==> config.mk <==
export PLATFORM = sky130hd
export DESIGN_NAME = servo_pwm_decoder
export DESIGN_NICKNAME = d
export VERILOG_FILES = /design/src/rtl/servo_pwm_decoder.sv
export SDC_FILE = /design/constraint.sdc
export NUM_CORES = 1
export LEC_CHECK = 0
export ABC_CLOCK_PERIOD_IN_PS = 4300
export BUFFER_PORTS_ARGS = -buffer_cell sky130_fd_sc_hd__buf_2
export CAP_MARGIN = 20
export CORE_UTILIZATION = 24
export CTS_BUF_LIST = sky130_fd_sc_hd__clkbuf_8
export DETAILED_ROUTE_END_ITERATION = 10
export HOLD_SLACK_MARGIN = 0.05
export PLACE_DENSITY = 0.49
export SYNTH_ARGS = -nofsm -noshare
export SYNTH_HDL_FRONTEND = slang
export SYNTH_SLANG_ARGS = --single-unit
==> constraint.sdc <==
create_clock -name clk -period 4.3 [get_ports clk]
set_input_delay 0.215 -clock clk [delete_from_list [all_inputs] [get_ports clk]]
set_output_delay 0.215 -clock clk [all_outputs]
set_load 0.03 [all_outputs]
==> src/rtl/servo_pwm_decoder.sv <==
//------------------------------------------------------------------------------
// Module   : servo_pwm_decoder
// Brief    : Measures high time and rise-to-rise period of a servo PWM input.
//            Flags out-of-range periods and loss of signal.
// Revision : 1.0 - initial release
//------------------------------------------------------------------------------
`default_nettype none

module servo_pwm_decoder #(
  parameter int CNT_W      = 32,
  parameter int MIN_WIDTH  = 40000,
  parameter int MAX_WIDTH  = 260000,
  parameter int MIN_PERIOD = 1800000,
  parameter int MAX_PERIOD = 2200000,
  parameter int TIMEOUT    = 3000000
) (
  input  logic             clk,
  input  logic             rst_n,
  input  logic             en,
  input  logic             pwm_in,
  output logic [CNT_W-1:0] pulse_width,
  output logic [CNT_W-1:0] period,
  output logic             valid,
  output logic             err,
  output logic             lost
);

  localparam logic [CNT_W-1:0] c_one          = CNT_W'(1);
  localparam logic [CNT_W-1:0] c_min_width    = CNT_W'(MIN_WIDTH);
  localparam logic [CNT_W-1:0] c_max_width    = CNT_W'(MAX_WIDTH);
  localparam logic [CNT_W-1:0] c_min_period   = CNT_W'(MIN_PERIOD);
  localparam logic [CNT_W-1:0] c_max_period   = CNT_W'(MAX_PERIOD);
  localparam logic [CNT_W-1:0] c_timeout      = CNT_W'(TIMEOUT);
  localparam logic [CNT_W-1:0] c_timeout_last = CNT_W'(TIMEOUT - 1);

  typedef enum logic [1:0] {
    S_IDLE = 2'd0,
    S_HIGH = 2'd1,
    S_LOW  = 2'd2
  } state_t;

  state_t           r_state;
  state_t           w_state_nxt;
  logic [1:0]       r_sync;
  logic             r_prev;
  logic [CNT_W-1:0] r_wcnt;
  logic [CNT_W-1:0] r_pcnt;
  logic [CNT_W-1:0] r_icnt;
  logic [CNT_W-1:0] w_wcnt_nxt;
  logic [CNT_W-1:0] w_pcnt_nxt;
  logic [CNT_W-1:0] w_icnt_nxt;
  logic             w_rise;
  logic             w_fall;
  logic             w_edge;
  logic             w_timeout;
  logic             w_check;
  logic             w_pass;

  // Two-flop synchronizer followed by a one-flop edge detector
  always_ff @(posedge clk or negedge rst_n) begin
    if (!rst_n) begin
      r_sync <= 2'b00;
      r_prev <= 1'b0;
    end else begin
      r_sync <= {r_sync[0], pwm_in};
      r_prev <= r_sync[1];
    end
  end

  assign w_rise = r_sync[1] & ~r_prev;
  assign w_fall = ~r_sync[1] & r_prev;
  assign w_edge = w_rise | w_fall;

  // An edge in the same cycle as the timeout wins over the timeout
  assign w_timeout = en & ~w_edge & (r_icnt == c_timeout_last);

  assign w_pass = (r_wcnt >= c_min_width)  && (r_wcnt <= c_max_width) &&
                  (r_pcnt >= c_min_period) && (r_pcnt <= c_max_period);

  always_comb begin
    w_state_nxt = r_state;
    w_wcnt_nxt  = r_wcnt;
    w_pcnt_nxt  = r_pcnt;
    w_check     = 1'b0;

    // Idle counter saturates at the timeout so LOST is raised only once
    if (w_edge) begin
      w_icnt_nxt = '0;
    end else if (r_icnt != c_timeout) begin
      w_icnt_nxt = r_icnt + c_one;
    end else begin
      w_icnt_nxt = r_icnt;
    end

    if (!en) begin
      w_state_nxt = S_IDLE;
      w_wcnt_nxt  = '0;
      w_pcnt_nxt  = '0;
      w_icnt_nxt  = '0;
    end else if (w_timeout) begin
      w_state_nxt = S_IDLE;
      w_wcnt_nxt  = '0;
      w_pcnt_nxt  = '0;
    end else begin
      case (r_state)
        S_IDLE: begin
          if (w_rise) begin
            w_state_nxt = S_HIGH;
            w_wcnt_nxt  = c_one;
            w_pcnt_nxt  = c_one;
          end
        end
        S_HIGH: begin
          w_pcnt_nxt = r_pcnt + c_one;
          if (w_fall) begin
            w_state_nxt = S_LOW;
          end else begin
            w_wcnt_nxt = r_wcnt + c_one;
          end
        end
        S_LOW: begin
          if (w_rise) begin
            w_check     = 1'b1;
            w_state_nxt = S_HIGH;
            w_wcnt_nxt  = c_one;
            w_pcnt_nxt  = c_one;
          end else begin
            w_pcnt_nxt = r_pcnt + c_one;
          end
        end
        default: begin
          w_state_nxt = S_IDLE;
          w_wcnt_nxt  = '0;
          w_pcnt_nxt  = '0;
        end
      endcase
    end
  end

  always_ff @(posedge clk or negedge rst_n) begin
    if (!rst_n) begin
      r_state <= S_IDLE;
      r_wcnt  <= '0;
      r_pcnt  <= '0;
      r_icnt  <= '0;
    end else begin
      r_state <= w_state_nxt;
      r_wcnt  <= w_wcnt_nxt;
      r_pcnt  <= w_pcnt_nxt;
      r_icnt  <= w_icnt_nxt;
    end
  end

  always_ff @(posedge clk or negedge rst_n) begin
    if (!rst_n) begin
      pulse_width <= '0;
      period      <= '0;
      valid       <= 1'b0;
      err         <= 1'b0;
      lost        <= 1'b0;
    end else begin
      valid <= 1'b0;
      err   <= 1'b0;
      if (w_check) begin
        if (w_pass) begin
          pulse_width <= r_wcnt;
          period      <= r_pcnt;
          valid       <= 1'b1;
          lost        <= 1'b0;
        end else begin
          err <= 1'b1;
        end
      end else if (w_timeout) begin
        lost <= 1'b1;
      end
    end
  end

endmodule

`default_nettype wire

* Yosys cells after proc, flatten, opt, wreduce, memory -nomap -nowiden
Index checks and enable logic that the tools add are counted.
** Operators by class
- $mul :: 0
- Shift-type cells :: 0
- Reductions and logical operators :: 10
- Eq/ne operators :: 10
- Div/mod/pow operators :: 0
- Muxes and demuxes :: 28
- Bitwise logic cells :: 8
- Add/sub/neg operators :: 3
- $lt $le $gt $ge :: 4
** Operators by type and width (number)
- two-way mux 32 bit :: 10
- adder 32 x 1 -> 32 bit, second input constant :: 3
- one-hot mux 32 bit (3 select lines) :: 1
- one-hot mux 32 bit (2 select lines) :: 1
- equality test 32 x 22 -> 1 bit, second input constant :: 1
- >= comparator 32 x 16 -> 1 bit, second input constant :: 1
- >= comparator 32 x 21 -> 1 bit, second input constant :: 1
- less-or-equal comparator 32 x 18 -> 1 bit, second input constant :: 1
- less-or-equal comparator 32 x 22 -> 1 bit, second input constant :: 1
- inequality test 32 x 22 -> 1 bit, second input constant :: 1
- inequality test 4 bit, second input constant :: 3
- two-way mux 1 bit :: 11
- two-way mux 2 bit :: 4
- AND reduction 2 bit :: 4
- bitwise AND 1 bit :: 4
- inequality test 4 x 2 -> 1 bit, second input constant :: 1
- one-hot mux 2 bit (2 select lines) :: 1
- logical AND 1 bit :: 3
- inequality test 3 x 1 -> 1 bit, second input constant :: 1
- NOT 1 bit :: 3
- equality test 2 x 1 -> 1 bit, second input constant :: 1
- equality test 2 bit, second input constant :: 1
- logical NOT 2 bit :: 1
- inequality test 2 x 1 -> 1 bit, second input constant :: 1
- 3 further kinds :: 3
** Storage, ports and cells
- Logic and storage cells :: 74
- Memories :: 0
- Bits in read-only memories :: 0
- Input port bits :: 4
- Latch bits :: 0
- Bits in writable memories :: 0
- Register bits after elaboration :: 168
- Output and inout port bits :: 67

* Depth between registers and ports, before layout
Gate-level depths: netlist of run 1.
- Depth after elaboration :: 10
- Mapped depth :: 10
- Gate-level depth less buffers :: 8

* Worst setup path after synthesis of run 1
OpenSTA, ideal clock, no wires.
- Path type :: register to register
- Start :: reg r_pcnt[24]
- End :: reg period[15]
- Path slack :: 1.657 ns
- Arrival time :: 2.518 ns
- Buffers on the path :: 3
- Clock period less this slack :: 2.643 ns
- Stages on the path, launching flop included :: 10
- Setup time :: 0.125 ns
- Data required time :: 4.175 ns
- Cell sequence :: dfrtp_1 > buf_6 > nor4_2 > o311ai_1 > a2111oi_0 > a21bo_2 > or4b_4 > buf_6 > buf_6 > mux2_4
** On the way
- Longest elaborated chain between the ends :: 4
- Elaborated cells between the ends (all ways) :: 5
- Classes of those cells :: order compare (2); reduce/logical (3)
** Ends and longest elaborated chain
- start: declaration :: RTL line 47 : logic [CNT_W-1:0] r_pcnt;
- start signal: assignment :: RTL line 149 : r_pcnt <= w_pcnt_nxt;
- >= comparator 32 x 21 -> 1 bit :: RTL line 78 : (r_pcnt >= c_min_period) && (r_pcnt <= c_max_period);
- logical AND 1 bit :: RTL line 77 : assign w_pass = (r_wcnt >= c_min_width) && (r_wcnt <= c_max_width) &&
- logical AND 1 bit * :: RTL line 78
- AND reduction 2 bit (no source line) *
- end signal: assignment :: RTL line 167 : period <= r_pcnt;
- end: declaration :: RTL line 22 : output logic [CNT_W-1:0] period,
Mark *: on every way between the ends. The rest lies on a longest branch, timed or not.
A chain may end at the register's enable or synchronous reset.

* Worst setup path after layout of run 1
- Start :: reg r_wcnt[29]
- End :: reg period[13]
** On the way
- Longest elaborated chain between the ends :: 5
- Elaborated cells between the ends (all ways) :: 6
- Classes of those cells :: order compare (2); reduce/logical (4)
** Ends and longest elaborated chain
- start: declaration :: RTL line 46 : logic [CNT_W-1:0] r_wcnt;
- start signal: assignment :: RTL line 148 : r_wcnt <= w_wcnt_nxt;
- >= comparator 32 x 16 -> 1 bit or less-or-equal comparator 32 x 18 -> 1 bit (tied branches) :: RTL line 77
- logical AND 1 bit * (2 in series) :: RTL line 77
- logical AND 1 bit * :: RTL line 78
- AND reduction 2 bit (no source line) *
Marked as above.

==> impl_results.md, run 1 <==
- Status: finished, final reports clean
- Nets@finish: 850
- Die W: 187 um
- Max-cap violations: 0
- CTS resizes: 0
- Final min period: between 3000 and 4000 ps
- Hold Fails Final Rpt: 0
- Fill count: 3479
- DIE AREA: about 35000 um2
- Post-Syn Area: 8210 um2
- Vias in the first global route: roughly 5900
- Area Overhead vs Synth: 15.3%
- Yosys top cell by area: dfrtp_1
- GRT Util Overall: 0.112
- H-tree depth: 4
- Worst Max-Slew Pin Slew: a little under 1000 ps
- Mapped Nets: about 800
- Routability-driven placement congestion ratio: 0.766
- Diodes inserted: 0
- WL final: between 15000 and 20000 um
- Worst Hold End: valid
- CTS Root Cell: clkbuf_8
- # DRC: 0
- WHS: around 260 ps
- Kind of critical path: reg2reg
- Reg2Reg Setup Slack: about 1000 ps
- WL met3: about 670 um
- Core Box Area: approximately 34000 um2
- Worst hold path depth: 3
- Share of post-route cells with drive strength above 1: 0.194
- Syn avg cell area: 10.5 um2
- Via density: between 4 and 5
- 1st-iter DRT viols: 452
- Crit. End Element: flop
- Data required, critical path: about 4600 ps
- P_leak: about 4.1 nW
- Crit-path cells: nor4_1 -> o311ai_1 -> a2111oi_0 -> a21bo_2 -> or4b_4 -> mux2_2
- Worst-path fanout max: between 60 and 70
- R2R Path Start: r_wcnt[29]
- Grt ovf: 0
- CP arrival: between 3000 and 4000 ps
- Reg clk slew, reported paths: approximately 100 ps
- Drt wl/cell: approximately 15 um
- Type of the worst min-delay path: in2reg
- Worst clock skew: between 20 and 25 ps
- CTS tree: done
- Setup TNS: 0 ps
- Initial cell density of the core: 0.244
- Clock tree buffer depth: 2
- Placed cell areas: around 9000 um2
- Synth unique cells: 60
- Count leader, synth: dfrtp_1
- Fin. max-slew vios: 0
- PD cells: 316 nW/um2
- DRT Pass-1 Iters: 5
- Met1 wire length: 9770 um
- DIE HEIGHT: roughly 190 um
- Commonest cells post-synth: dfrtp_1, nor2_1, xnor2_1
- Synth warnings: 0
- PortBufs: 70
- DRT antenna net count: 0
- DR top layer: met5
- Clock latency on the worst-skew pair: ~460 ps
- Post-synthesis sequential element count: about 170
- CP peak stage delay: about 900 ps
- Max Fclk: between 300 and 400 MHz
- Post-synth ARST share: 1.00
- Vias: approximately 6000
- Post-DP HPWL: 12800 um
- Placement Rows: between 60 and 70
- Post-synth EDFFs: 0
- Initial antenna violation count: 1
- Top_reg_cell synth: dfrtp_1
- Synth top area cells: dfrtp_1, xnor2_1, mux2_4
- Slew margin rel.: 0.356
- Worst setup SP type: flop
- Clock Sinks: 168
- Sequential cell area fraction in the yosys report: 0.512
- R2R Path End: period[13]
- Synth Instances: 782
- Total clock buffers created by CTS: 17
- Crit-path slowest cell: or4b_4
- RSZ-0062 raised after global routing: false
- I/O Pins: 71
- Number of cells on the worst reg-to-reg path: 6
- # setup viols final: 0
- Min-delay src: en
- Met2 WL: roughly 8400 um
- Yosys top cell area share: 0.512
- Design area: between 9000 and 10000 um2
- Tcrit/Tclk final: 0.758
- First-pass GRT wire length: approximately 32000 um
- Worst IR Drop VDD: about 0.00018 V
- Largest net degree at the start of global routing: just over 100
==> report_power, final <==
group          internal, W  leakage (nW)  switching, W
clock             0.000601         0.221      0.000664
sequential         0.00159          2.34     0.0000145
combinational    0.0000270          1.59     0.0000937
total              0.00221          4.15      0.000772
==> how the worst max path moves through the flow <==
stage | startpoint | end | cells after the start
after global routing | r_icnt[0] | period[13] | 7
final | r_wcnt[29] | period[13] | 6
after floorplan | r_pcnt[24] | period[15] | 9
after global placement | r_pcnt[24] | pulse_width[8] | 6
after detailed placement | r_pcnt[24] | period[5] | 6
after CTS | r_pcnt[24] | period[5] | 6
==> metrics by stage <==
stage               utilization  instances  worst slack, ps  power [W]
floorplan                     -        782             1660    0.00169
global placement          0.268       1265             1110    0.00175
detailed placement        0.268       1265             1020    0.00175
CTS                       0.281       1299              995    0.00304
global route              0.281       1299              846    0.00312
finish                    0.281       1299             1040    0.00299
==> placed cells by master, fill, tap and decap left out, drive strengths merged, types with 22 or more instances in the layout <==
cell   synthesis  layout
dfrtp        168     168
buf           13      80
nand2         42      42
nand4         25      25
a21oi         28      28
xor2          22      22
xnor2         44      44
nor2          97      97
nand3         40      40
and2          28      28
inv           26      34
mux2          40      40
==> state kept, by name (all words and copies together), names as in the netlist <==
signal       cells
r_state          2
r_wcnt          32
r_sync           2
r_prev           1
period          32
err              1
pulse_width     32
lost             1
valid            1
r_pcnt          32
r_icnt          32
==> layer usage <==
metal,up-vias,global-route usage
met3,11,0.0268
met4,2,0.0249
met2,96,0.169
li1,2906,-
met5,-,0
met1,2956,0.161
==> area by class of cell <==
cell class              instances  area (um2)  share of cell area
flip-flops and latches        168        4200               0.444
multi-input cells             543        3710               0.392
well taps                     448         561              0.0592
repair buffers                 82         452              0.0477
clock buffers                  17         234              0.0247
clock inverters                15         208              0.0219
inverters                      26        97.6              0.0103
==> critical path: cells and delay by family (launching register included) <==
family / cells / cell delay (ps)
flops: 1 / 430
compound gates: 3 / 940
mux: 1 / 410
simple gates: 2 / 1320
==> cell families (layout without fill, tap and decap cells) <==
| family | count (synthesis) | count (layout) | synth area share |
|---|---|---|---|
| compound gates | 114 | 114 | 0.102 |
| xor+xnor | 66 | 66 | 0.0704 |
| fa+ha+maj | 8 | 8 | 0.0122 |
| buf+inv | 71 | 140 | 0.0375 |
| flops | 168 | 168 | 0.512 |
| mux | 41 | 41 | 0.0675 |
| simple gates | 314 | 314 | 0.198 |
==> what timing repair did <==
action	CTS	global route
hold buffers	2	0
hold endpoints to repair	99	0
setup buffers	0	0
No activity file was read; power rests on OpenSTA's default activity.
==> run 2: changes to the inputs <==
Settings changed: ABC_CLOCK_PERIOD_IN_PS 4300 to 2700, PLACE_DENSITY 0.49 to 0.5.
Clock period 4.3 ns to 2.7 ns, I/O delays scaled along.
==> impl_results.md, run 2 (synthesis results as in run 1) <==
- Status: finished, final reports clean
- Clock latency on the worst-skew pair: between 400 and 500 ps
- Fin. max-slew vios: 0
- 1st-iter DRT viols: 387
- Internal Power: 0.00332 W
- CP arrival: approximately 3000 ps
- DIE HEIGHT: ~190 um
- Reg clk slew, reported paths: 110 ps
- Total clock buffers created by CTS: 17
- Final min period: approximately 2700 ps
- WHS: 208 ps
- Core Util, Final: 0.306
- Core Box Area: approximately 34000 um2
- Hold Fails Final Rpt: 0
- Net Sw Frac: 0.279
- Initial cell density of the core: 0.244
- CTS tree: done
- Max-cap violations: 0
- Worst clock skew: ~20 ps
- Power share of the sequential group: 0.551
- Clock tree buffer depth: 2
- PD cells: 448 nW/um2
- WL final: 20000 um
- Max Fclk: 374 MHz
- # setup viols final: 0
- Worst IR Drop VDD: ~0.00027 V
- Diodes inserted: 0
- Grt ovf: 0
- Number of cells on the worst reg-to-reg path: 6
- Logic gate share of total power: 0.052
- Routability-driven placement congestion ratio: between 0.8 and 0.9
- CP peak stage delay: 580 ps
- Nets@finish: approximately 940
- Largest net degree at the start of global routing: between 60 and 70
- # DRC: 0
- Crit-path cells: o41a_1 -> a2111oi_2 -> a21bo_2 -> or4b_4 -> buf_12 -> mux2_4
- R2R Path Start: r_pcnt[20]
- Vias in the first global route: about 6300
- Tcrit/Tclk final: 0.990
- Vias: between 6000 and 7000
- Initial antenna violation count: 0
- Clk pwr share: 0.396
- Die W: approximately 190 um
- Worst Max-Slew Pin Slew: a little under 700 ps
- I/O Pins: between 70 and 80
- Clock Sinks: 168
- DP Worst Slack: about 2.5 ps
- Kind of critical path: reg2reg
- Crit-path slowest cell: or4b_4
- First-pass GRT wire length: between 30000 and 40000 um
- Worst-path fanout max: 25
- Area Overhead vs Synth: 25.1%
- Type of the worst min-delay path: in2async
- Fill count: between 3000 and 4000
- DRT Pass-1 Iters: 5
- H-tree depth: 4
- CTS Root Cell: clkbuf_8
- P_sw: about 0.0013 W
- R2R Path End: period[19]
- PortBufs: 70
- Reg2Reg Setup Slack: ~28 ps
- Post-layout worst setup margin: 28.1 ps
- DIE AREA: 34900 um2
- Data required, critical path: 3050 ps
- Placement Rows: 67
- P_leak: approximately 4.7 nW
- Drt wl/cell: around 14 um
- DRT antenna net count: 0
- Crit. End Element: flop
- RSZ-0062 raised after global routing: true
- Share of post-route cells with drive strength above 1: 0.283
- Worst setup SP type: flop
- Most common cell after layout, fill and taps aside: dfrtp_1
- Slew margin rel.: 0.541
- Commonest non-fill, non-tap cells in the layout: dfrtp_1, buf_4, nor2_1, buf_2, xnor2_1
- GRT Util Overall: 0.120
- Post-DP HPWL: about 14000 um
- Via density: between 4 and 5
-- run 2: cell types whose count changed in the layout (fill, tap and decap cells not counted), sizes merged --
cell / before / now
inv: 34 / 33
bufinv: 3 / 0
buf: 80 / 174
clkinv: 2 / 5
clkbuf: 17 / 18
-- run 2: stage by stage --
| step | instances | area, um2 | TNS [ps] | power, W |
|---|---|---|---|---|
| floorplan | 782 | 8210 | 0 | 0.00269 |
| global placement | 1355 | 9740 | 0 | 0.00283 |
| detailed placement | 1355 | 9740 | 0 | 0.00283 |
| CTS | 1389 | 10200 | -68.9 | 0.00470 |
| global route | 1393 | 10300 | -2660 | 0.00484 |
| finish | 1393 | 10300 | 0 | 0.00460 |
-- run 2: layout make-up --
class	instances	area (um2)	area share
clock buffer	18	248	0.0241
inverter	26	97.6	0.00950
clock inverter	14	150	0.0146
multi-input combinational	543	3790	0.369
tap	448	561	0.0546
sequential	168	4200	0.409
timing repair buffer	176	1220	0.119
-- run 2: what timing repair did --
item / 4_1_cts / 5_1_grt
hold buffers: 2 / 0
endpoints found under the setup margin: 29 / 79
gates cloned: 0 / 0
buffers inserted: 0 / 4
pin swaps: 0 / 2
resized for setup: 1 / 16
endpoints found under the hold margin: 58 / 0
-- run 2: worst max-delay path by stage --
stage | startpoint | to | slack [ps] | depth (start not counted)
after floorplan | r_pcnt[24] | period[15] | 60 | 9
after global placement | r_wcnt[19] | pulse_width[7] | 40 | 7
after detailed placement | r_wcnt[29] | pulse_width[7] | 3 | 7
after CTS | r_pcnt[24] | period[19] | -20 | 7
after global routing | r_wcnt[29] | period[13] | -90 | 7
final | r_pcnt[20] | period[19] | 30 | 6
-- run 2: power groups by stage --
stage	Clock [W]	Sequential [W]	Combinational, W
floorplan	0	0.00259	0.0000991
global placement	0	0.00259	0.000244
detailed placement	0	0.00259	0.000244
CTS	0.00192	0.00254	0.000247
global route	0.00202	0.00254	0.000276
finish	0.00183	0.00254	0.000241
-- run 2: worst max-delay path: cells and delay by family (launching register included) --
kind	cells	cell delay, ps
compound gates	3	1070
buf+inv	1	200
flops	1	390
mux	1	310
simple gates	1	580
-- run 2: per-layer routing --
metal,GRT usage,part of all wire,vias to the layer above
met2,0.178,0.44,106
met5,0,0,-
met3,0.0268,0.027,18
met4,0.0315,0.012,0
met1,0.176,0.52,3098
li1,-,-,3100
